==> config.mk <==
export PLATFORM = sky130hd
export DESIGN_NAME = cordic_req_scheduler
export DESIGN_NICKNAME = d
export VERILOG_FILES = /design/src/rtl/cordic_req_scheduler.sv
export SDC_FILE = /design/constraint.sdc
export NUM_CORES = 1
export LEC_CHECK = 0
export BUFFER_PORTS_ARGS = -buffer_cell sky130_fd_sc_hd__buf_2
export CAP_MARGIN = 20
export CORE_MARGIN = 5
export CORE_UTILIZATION = 43
export CTS_BUF_LIST = sky130_fd_sc_hd__clkbuf_8
export CTS_CLUSTER_SIZE = 25
export DETAILED_ROUTE_END_ITERATION = 8
export GPL_TIMING_DRIVEN = 1
export PLACE_DENSITY_LB_ADDON = 0.1
export SETUP_SLACK_MARGIN = 0.2
export SLEW_MARGIN = 30
export SYNTH_ARGS = -nofsm -noshare
export SYNTH_HDL_FRONTEND = slang
export SYNTH_SLANG_ARGS = --single-unit
==> constraint.sdc <==
create_clock -name clk -period 23.2 [get_ports clk]
set_input_delay 4.64 -clock clk [delete_from_list [all_inputs] [get_ports clk]]
set_output_delay 4.64 -clock clk [all_outputs]
set_load 0.005 [all_outputs]
==> src/rtl/cordic_req_scheduler.sv <==
// cordic_req_scheduler
//   Shares one pipelined CORDIC core between two requesters. A round-robin
//   arbiter issues at most one command per cycle into a registered
//   command/strobe pair. A {valid, owner} tag shift register follows each
//   operation through the core so its result can be steered into the
//   owner's response FIFO. A requester is only granted while its in-flight
//   count plus its FIFO occupancy is below RESP_DEPTH, so the FIFOs can
//   never overflow.
// Ports:
//   clk, rst                     rising-edge clock, synchronous active-high reset
//   reqN_cmd/valid/ready         requester N command handshake (ready = grant)
//   rspN_data/valid/ready        requester N response FIFO head and pop
//   core_cmd, core_valid_in      registered issue to the core
//   core_result, core_valid_out  result returning from the core
//   idle                         nothing in flight, FIFOs empty, no issue pending
//   sync_err                     sticky tag/result misalignment flag
module cordic_req_scheduler #(
  parameter int unsigned CMD_WIDTH    = 32,
  parameter int unsigned RESULT_WIDTH = 32,
  parameter int unsigned PIPE_LATENCY = 8,
  parameter int unsigned RESP_DEPTH   = 4,
  parameter int unsigned CNT_WIDTH    = 3
) (
  input  logic                    clk,
  input  logic                    rst,
  input  logic [CMD_WIDTH-1:0]    req0_cmd,
  input  logic                    req0_valid,
  output logic                    req0_ready,
  input  logic [CMD_WIDTH-1:0]    req1_cmd,
  input  logic                    req1_valid,
  output logic                    req1_ready,
  output logic [RESULT_WIDTH-1:0] rsp0_data,
  output logic                    rsp0_valid,
  input  logic                    rsp0_ready,
  output logic [RESULT_WIDTH-1:0] rsp1_data,
  output logic                    rsp1_valid,
  input  logic                    rsp1_ready,
  output logic [CMD_WIDTH-1:0]    core_cmd,
  output logic                    core_valid_in,
  input  logic [RESULT_WIDTH-1:0] core_result,
  input  logic                    core_valid_out,
  output logic                    idle,
  output logic                    sync_err
);

  localparam int unsigned PTR_W  = (RESP_DEPTH > 1) ? $clog2(RESP_DEPTH) : 1;
  localparam int unsigned STAGES = PIPE_LATENCY + 1;
  localparam int unsigned SUM_W  = CNT_WIDTH + 1;

  logic [1:0]           req_valid, rsp_ready, rsp_valid;
  logic [1:0]           eligible, credit, grant, push, retire, pop;
  logic [CMD_WIDTH-1:0] req_cmd [2];
  logic                 tail_v, tail_o;

  // rr_q = 0 gives requester 0 priority when both are eligible
  logic                    rr_q, rr_d;
  logic                    core_valid_q, core_valid_d;
  logic [CMD_WIDTH-1:0]    core_cmd_q, core_cmd_d;
  logic                    err_q, err_d;
  logic [STAGES-1:0]       tag_v_q, tag_v_d, tag_o_q, tag_o_d;
  logic [CNT_WIDTH-1:0]    infl_q [2], infl_d [2];
  logic [CNT_WIDTH-1:0]    cnt_q  [2], cnt_d  [2];
  logic [PTR_W-1:0]        rd_q   [2], rd_d   [2];
  logic [PTR_W-1:0]        wr_q   [2], wr_d   [2];
  logic [RESULT_WIDTH-1:0] mem_q  [2][RESP_DEPTH];
  logic [RESULT_WIDTH-1:0] mem_d  [2][RESP_DEPTH];

  assign req_valid  = {req1_valid, req0_valid};
  assign rsp_ready  = {rsp1_ready, rsp0_ready};
  assign req_cmd[0] = req0_cmd;
  assign req_cmd[1] = req1_cmd;

  // The stage written at issue reaches the tail exactly when its result
  // is presented on core_valid_out.
  assign tail_v = tag_v_q[STAGES-1];
  assign tail_o = tag_o_q[STAGES-1];

  always_comb begin
    credit    = '0;
    rsp_valid = '0;
    pop       = '0;
    push      = '0;
    retire    = '0;
    for (int unsigned i = 0; i < 2; i++) begin
      credit[i]    = (({1'b0, infl_q[i]} + {1'b0, cnt_q[i]}) < SUM_W'(RESP_DEPTH));
      rsp_valid[i] = (cnt_q[i] != '0);
      pop[i]       = rsp_valid[i] & rsp_ready[i];
      // A valid tail retires its tag whether or not the result showed up,
      // so a lost result cannot leak credit.
      retire[i]    = tail_v & (tail_o == (i == 1));
      push[i]      = retire[i] & core_valid_out;
    end
  end

  always_comb begin
    eligible = req_valid & credit & {2{~rst}};
    grant    = '0;
    rr_d     = rr_q;
    if (eligible == 2'b11) begin
      grant = rr_q ? 2'b10 : 2'b01;
    end else begin
      grant = eligible;
    end
    if (grant[0]) begin
      rr_d = 1'b1;
    end else if (grant[1]) begin
      rr_d = 1'b0;
    end
  end

  always_comb begin
    core_valid_d = |grant;
    core_cmd_d   = core_cmd_q;
    if (grant[1]) begin
      core_cmd_d = req_cmd[1];
    end else if (grant[0]) begin
      core_cmd_d = req_cmd[0];
    end
    tag_v_d = {tag_v_q[STAGES-2:0], |grant};
    tag_o_d = {tag_o_q[STAGES-2:0], grant[1]};
    err_d   = err_q | (core_valid_out ^ tail_v);
    for (int unsigned i = 0; i < 2; i++) begin
      for (int unsigned j = 0; j < RESP_DEPTH; j++) begin
        mem_d[i][j] = mem_q[i][j];
      end
      wr_d[i] = wr_q[i];
      rd_d[i] = rd_q[i];
      if (push[i]) begin
        mem_d[i][wr_q[i]] = core_result;
        wr_d[i]           = wr_q[i] + 1'b1;
      end
      if (pop[i]) begin
        rd_d[i] = rd_q[i] + 1'b1;
      end
      cnt_d[i]  = cnt_q[i] + CNT_WIDTH'(push[i]) - CNT_WIDTH'(pop[i]);
      infl_d[i] = infl_q[i] + CNT_WIDTH'(grant[i]) - CNT_WIDTH'(retire[i]);
    end
  end

  always_ff @(posedge clk) begin
    if (rst) begin
      rr_q         <= 1'b0;
      core_valid_q <= 1'b0;
      core_cmd_q   <= '0;
      err_q        <= 1'b0;
      tag_v_q      <= '0;
      tag_o_q      <= '0;
      for (int unsigned i = 0; i < 2; i++) begin
        infl_q[i] <= '0;
        cnt_q[i]  <= '0;
        rd_q[i]   <= '0;
        wr_q[i]   <= '0;
        for (int unsigned j = 0; j < RESP_DEPTH; j++) begin
          mem_q[i][j] <= '0;
        end
      end
    end else begin
      rr_q         <= rr_d;
      core_valid_q <= core_valid_d;
      core_cmd_q   <= core_cmd_d;
      err_q        <= err_d;
      tag_v_q      <= tag_v_d;
      tag_o_q      <= tag_o_d;
      for (int unsigned i = 0; i < 2; i++) begin
        infl_q[i] <= infl_d[i];
        cnt_q[i]  <= cnt_d[i];
        rd_q[i]   <= rd_d[i];
        wr_q[i]   <= wr_d[i];
        for (int unsigned j = 0; j < RESP_DEPTH; j++) begin
          mem_q[i][j] <= mem_d[i][j];
        end
      end
    end
  end

  assign req0_ready    = grant[0];
  assign req1_ready    = grant[1];
  assign rsp0_data     = mem_q[0][rd_q[0]];
  assign rsp1_data     = mem_q[1][rd_q[1]];
  assign rsp0_valid    = rsp_valid[0];
  assign rsp1_valid    = rsp_valid[1];
  assign core_cmd      = core_cmd_q;
  assign core_valid_in = core_valid_q;
  assign sync_err      = err_q;
  assign idle          = (infl_q[0] == '0) && (infl_q[1] == '0) &&
                         (cnt_q[0] == '0) && (cnt_q[1] == '0) && !core_valid_q;

endmodule
### Word level (Yosys, flattened, before mapping)

Memory sizes are Yosys's and may differ from the RTL's.
Cells that the tools add are included.

| cells by class | value |
|---|---|
| $add $sub $neg | 14 |
| equal/unequal tests | 1 |
| mux-type cells | 43 |
| order comparisons | 8 |
| bitwise operators | 32 |
| reductions and logical operators | 15 |

Operators with widths:

| cell | number |
|---|---|
| $mux W32 | 16 |
| $bwmux W128 | 2 |
| $mux W128 | 2 |
| $bmux W32 S2 | 2 |
| $demux W32 S2 | 2 |
| $mux W2 | 10 |
| $or A1 B1 Y1 | 17 |
| $add A3 B1 Y3 | 4 |
| $ge A3 B3 Y1 const B | 4 |
| $logic_not A3 Y1 | 4 |
| $mux W3 | 4 |
| $not A2 Y3 | 4 |
| $sub A3 B1 Y3 | 4 |
| $add A2 B1 Y2 const B | 4 |
| $add A3 B3 Y4 | 2 |
| $lt A4 B3 Y1 const B | 2 |
| $and A1 B1 Y1 | 6 |
| $logic_and A1 B1 Y1 | 6 |
| $lt A3 B1 Y1 const B | 2 |
| $reduce_bool A3 Y1 | 2 |
| $mux W1 | 5 |
| $and A2 B2 Y2 | 2 |
| $eq A2 B2 Y1 const B | 1 |
| $not A1 Y1 | 2 |
| other kinds (4) | 4 |

| word-level totals | value |
|---|---|
| bits in writable memories | 276 |
| output and inout bits | 103 |
| flip-flop bits (word level) | 53 |
| word-level logic and storage cells | 124 |
| memories | 5 |
| input port bits | 103 |

Memory list:

| name | depth | width | rd ports | clocked after memory_dff | wr ports | RTL line | RTL |
|---|---|---|---|---|---|---|---|
| mem_q | 2 | 128 | 2 | 0 | 2 | 65 | `logic [RESULT_WIDTH-1:0] mem_q [2][RESP_DEPTH];` |
| cnt_q | 2 | 3 | 2 | 0 | 2 | 62 | `logic [CNT_WIDTH-1:0] cnt_q [2], cnt_d [2];` |
| infl_q | 2 | 3 | 2 | 0 | 2 | 61 | `logic [CNT_WIDTH-1:0] infl_q [2], infl_d [2];` |
| rd_q | 2 | 2 | 2 | 0 | 2 | 63 | `logic [PTR_W-1:0] rd_q [2], rd_d [2];` |
| wr_q | 2 | 2 | 2 | 0 | 2 | 64 | `logic [PTR_W-1:0] wr_q [2], wr_d [2];` |

### Logic depth before layout (Yosys ltp)

| logic depth | value |
|---|---|
| depth after elaboration | 9 |
| mapped depth | 11 |
| gate-level depth less buffers | 10 |

### Least setup slack after synthesis

No wires, ideal clock.

| timing | value |
|---|---|
| path kind | input to register |
| from | input port core_valid_out |
| to | memory mem_q[0][0] (netlist name), enable pin |
| cell stages on the path | 2 |
| arrival | 13.665 ns |
| path slack | 8.744 ns |
| buffers on the path | 0 |
| setup time | 0.792 ns |
| required time | 22.408 ns |
| cells stage by stage | nand2_1 o21ai_0 |

RTL lines:

| element | RTL line | RTL |
|---|---|---|
| start: declaration | 41 | `input logic core_valid_out,` |
| end: declaration | 65 |  |

### Worst setup path in the final report

| timing | value |
|---|---|
| from | input port rst |
| to | output port req0_ready |

| between the ends | value |
|---|---|
| cells in the longest elaborated chain, start to end | 4 |

Ends and longest elaborated chain:

| element | RTL line | RTL |
|---|---|---|
| start: declaration | 25 | `input logic rst,` |
| $not A1 Y1 (*) | 96 | `eligible = req_valid & credit & {2{~rst}};` |
| $and A2 B2 Y2 (*) | 96 |  |
| $eq A2 B2 Y1 | 99 | `if (eligible == 2'b11) begin` |
| $mux W2 (*) | 99 |  |
| end: declaration | 28 | `output logic req0_ready,` |

Every way passes the cells marked *; elsewhere a longest branch is shown, timed or not.

==> impl_metrics.ini <==
[logic_synthesis]
synth_edf_count = 160
synth.ff_latch_count = 328
most_common_cell_in_the_netlist = sky130_fd_sc_hd__nand2_1
synthArstFlopShare_pct = 0
netlist_top_cells_area = sky130_fd_sc_hd__edfxtp_1, sky130_fd_sc_hd__dfxtp_1, sky130_fd_sc_hd__mux2i_1
post_synth_design_cell_area_um2 = 15400
syn_area_per_cell_um2 = 10.9
synth_seq_area_share_pct = 53.0
yosys.area.top_type_share_pct = 31.2
synthesis_warnings = 0
synth_commonest_cells = sky130_fd_sc_hd__nand2_1, sky130_fd_sc_hd__nor2_1, sky130_fd_sc_hd__dfxtp_1
yosysUniqueCellTypes = 32
synth_top_flop_cell = sky130_fd_sc_hd__dfxtp_1
syn_inst = 1418
synth.largest_area_cell = sky130_fd_sc_hd__edfxtp_1
syn-num-nets = 1545

[timing]
fin_tns_setup_ns = 0
finalCriticalPeriod_ns = 11.36
slew_headroom_pct = 34.6
maxClockFrequency_mhz = 88.0
setup_viol = 0
worst_slack_ns = 11.84
max_slew.worst_pin.slew_ns = 0.981
fin_worst_hold_slack_ns = 0.428
final-hold-violation-count = 0
grt_setup_unrepaired = no
fin_crit_sh_pct = 49.0
finalMaxSlewViolations = 0
skew_ns = 0.0187

[pwr]
power.total_mw = 1.58
power_density_nw_per_um2 = 88.9
vdd.ir_drop.worst_v = 0.0000458
power.static_leakage_nw = 6.90

[place]
dpl_worst_slack_ns = 11.84
count_of_placed_standard_cells_including_taps = 1948
port_buffers = 205
detailedPlacementHpwl_mm = 24.1
place.gp.congestion = 0.790
placement.cell_area_um2 = 16600

[route]
vias_post_dr = 10989
routed_wl_mm = 40.7
avgViaCountPerCell = 5.36
detail-route-antenna-nets = 0
drc = 0
first_iter_violations = 659
wl_per_cell_um = 19.9
drt_first_pass_iters = 5

[finish]
syn_to_final_growth_pct = 15.4
register_area_um2 = 8180
final_net_count = 1674
antenna_cells = 0
instances_no_fill = 2052
drive_above_1_share_pct = 24.6
num-fill-cells = 3272
finish.utilization_pct = 50.1
total_area_of_multi_input_combinational_cells_um2 = 6570
cell_area_after_layout_um2 = 17800

[clock_tree]
clkSinkCount = 328
cts.reportedPaths.clkPinSlew_ns = 0.06
postCtsSetupBuffers = 0
cts_tree = yes
cts-resized-gates = 0
cts_max_path_buffers = 3
clock_insertion_delay_worst_skew_ns = 0.59
cts-root-buf = sky130_fd_sc_hd__clkbuf_8
cts.hold.buffers_added = 0
clock_tree.htree_level_count = 2
numCtsBuffers = 57

[global_route]
antenna_found_initial = 1
first_pass_grt_wire_length_mm = 62.7
grt_pass1_vias = 10774
gr-usage-all-layers_pct = 19.9
grt-ovfl-total = 0
grt_max_degree = 102

[setup_path]
arrival_ns = 6.72
path_max_fanout = 78
endpoint_kind = output port
startpoint_type = input port
worstPathRequired_ns = 18.56
timing.setup.critical_path_class = input port to output port

[floorplanning]
design.die.area_um2 = 39700
num_rows = 69
placeable_core_region_um2 = 35500
floorplan.die.height_um = 199
die_width_um = 199
floorplan.initialDensity_pct = 43.4
top_level_ports = 206

[run_status]
result_of_the_run = completed

[worst_hold_path]
min_path_type = flip-flop to flip-flop

[flow_run]
max_cap_viol_count = 0
worst max-delay path, stage by stage:
cell and delay, ns:
sky130_fd_sc_hd__clkbuf_8 0.27, sky130_fd_sc_hd__inv_2 0.61, sky130_fd_sc_hd__and3_1 0.26, sky130_fd_sc_hd__buf_4 0.36, sky130_fd_sc_hd__a21boi_0 0.34, sky130_fd_sc_hd__buf_2 0.18
layout by cell type (no fill, tap or decap), types with 3 or more instances in the layout:
master / Yosys / routed
sky130_fd_sc_hd__ha_2: 0 / 5
sky130_fd_sc_hd__a211oi_1: 33 / 33
sky130_fd_sc_hd__mux2i_1: 161 / 161
sky130_fd_sc_hd__edfxtp_1: 160 / 160
sky130_fd_sc_hd__fa_1: 4 / 4
sky130_fd_sc_hd__xor2_1: 4 / 4
sky130_fd_sc_hd__nor2_1: 180 / 180
sky130_fd_sc_hd__nor2b_1: 23 / 23
sky130_fd_sc_hd__xnor2_1: 10 / 10
sky130_fd_sc_hd__dfxtp_4: 0 / 4
sky130_fd_sc_hd__buf_2: 45 / 204
sky130_fd_sc_hd__buf_4: 7 / 11
sky130_fd_sc_hd__inv_1: 19 / 40
sky130_fd_sc_hd__mux4_2: 64 / 64
sky130_fd_sc_hd__a21oi_1: 98 / 98
sky130_fd_sc_hd__nand2_1: 198 / 194
sky130_fd_sc_hd__clkinv_2: 0 / 5
sky130_fd_sc_hd__dfxtp_1: 168 / 164
sky130_fd_sc_hd__and3_1: 4 / 3
sky130_fd_sc_hd__and2_1: 6 / 3
sky130_fd_sc_hd__nand2_2: 0 / 4
sky130_fd_sc_hd__nand3_1: 38 / 36
sky130_fd_sc_hd__a31oi_1: 33 / 33
sky130_fd_sc_hd__clkbuf_8: 0 / 77
sky130_fd_sc_hd__o21ai_0: 32 / 31
sky130_fd_sc_hd__and2_2: 0 / 3
sky130_fd_sc_hd__ha_1: 20 / 15
logic make-up (layout without fill, tap and decap cells):
| logic type | count (synthesis) | count (layout) | synth area share, % |
|---|---|---|---|
| adder cells (fa/ha/maj) | 24 | 24 | 2.14 |
| AO/OA/AOI/OAI | 198 | 198 | 7.25 |
| buffers and inverters | 170 | 343 | 4.68 |
| flip-flops | 328 | 328 | 53.0 |
| AND/OR/NAND/NOR | 459 | 459 | 12.3 |
| XOR/XNOR | 14 | 14 | 0.796 |
| multiplexers | 225 | 225 | 19.8 |
where the power goes:
part           leakage, nW  total (mW)  internal, mW  switching, mW
Clock                0.692       0.535         0.301          0.234
Sequential            3.01       0.739         0.659         0.0805
Combinational         3.20       0.305         0.165          0.140
Total                 6.90        1.58          1.13          0.454
cell type report:
class	count	share of cell area (%)
Clock inverter	27	0.753
Inverter	20	0.422
Timing Repair Buffer	220	6.72
Sequential cell	328	46.0
Clock buffer	76	5.88
Multi-Input combinational cell	920	36.9
Tap cell	461	3.25
routing by layer:
metal | routed length, µm | up-vias | GRT usage, %
met5 | 13 | - | 0
met2 | 18700 | 314 | 30.7
li1 | - | 5271 | -
met1 | 18800 | 5343 | 29.3
met3 | 2430 | 59 | 3.81
met4 | 733 | 2 | 4.69
worst paths after layout:
path	to	slack, ns	startpoint	depth (start not counted)
setup reg to reg	infl_q[0][2]	20.07	infl_q[0][5]	10
hold / removal	tag_v_q[5]	0.43	tag_v_q[4]	1
hold reg to reg	tag_v_q[5]	0.43	tag_v_q[4]	1
setup / recovery	req0_ready	11.84	rst	6
Note: power is estimated with default switching activity, not from simulation.
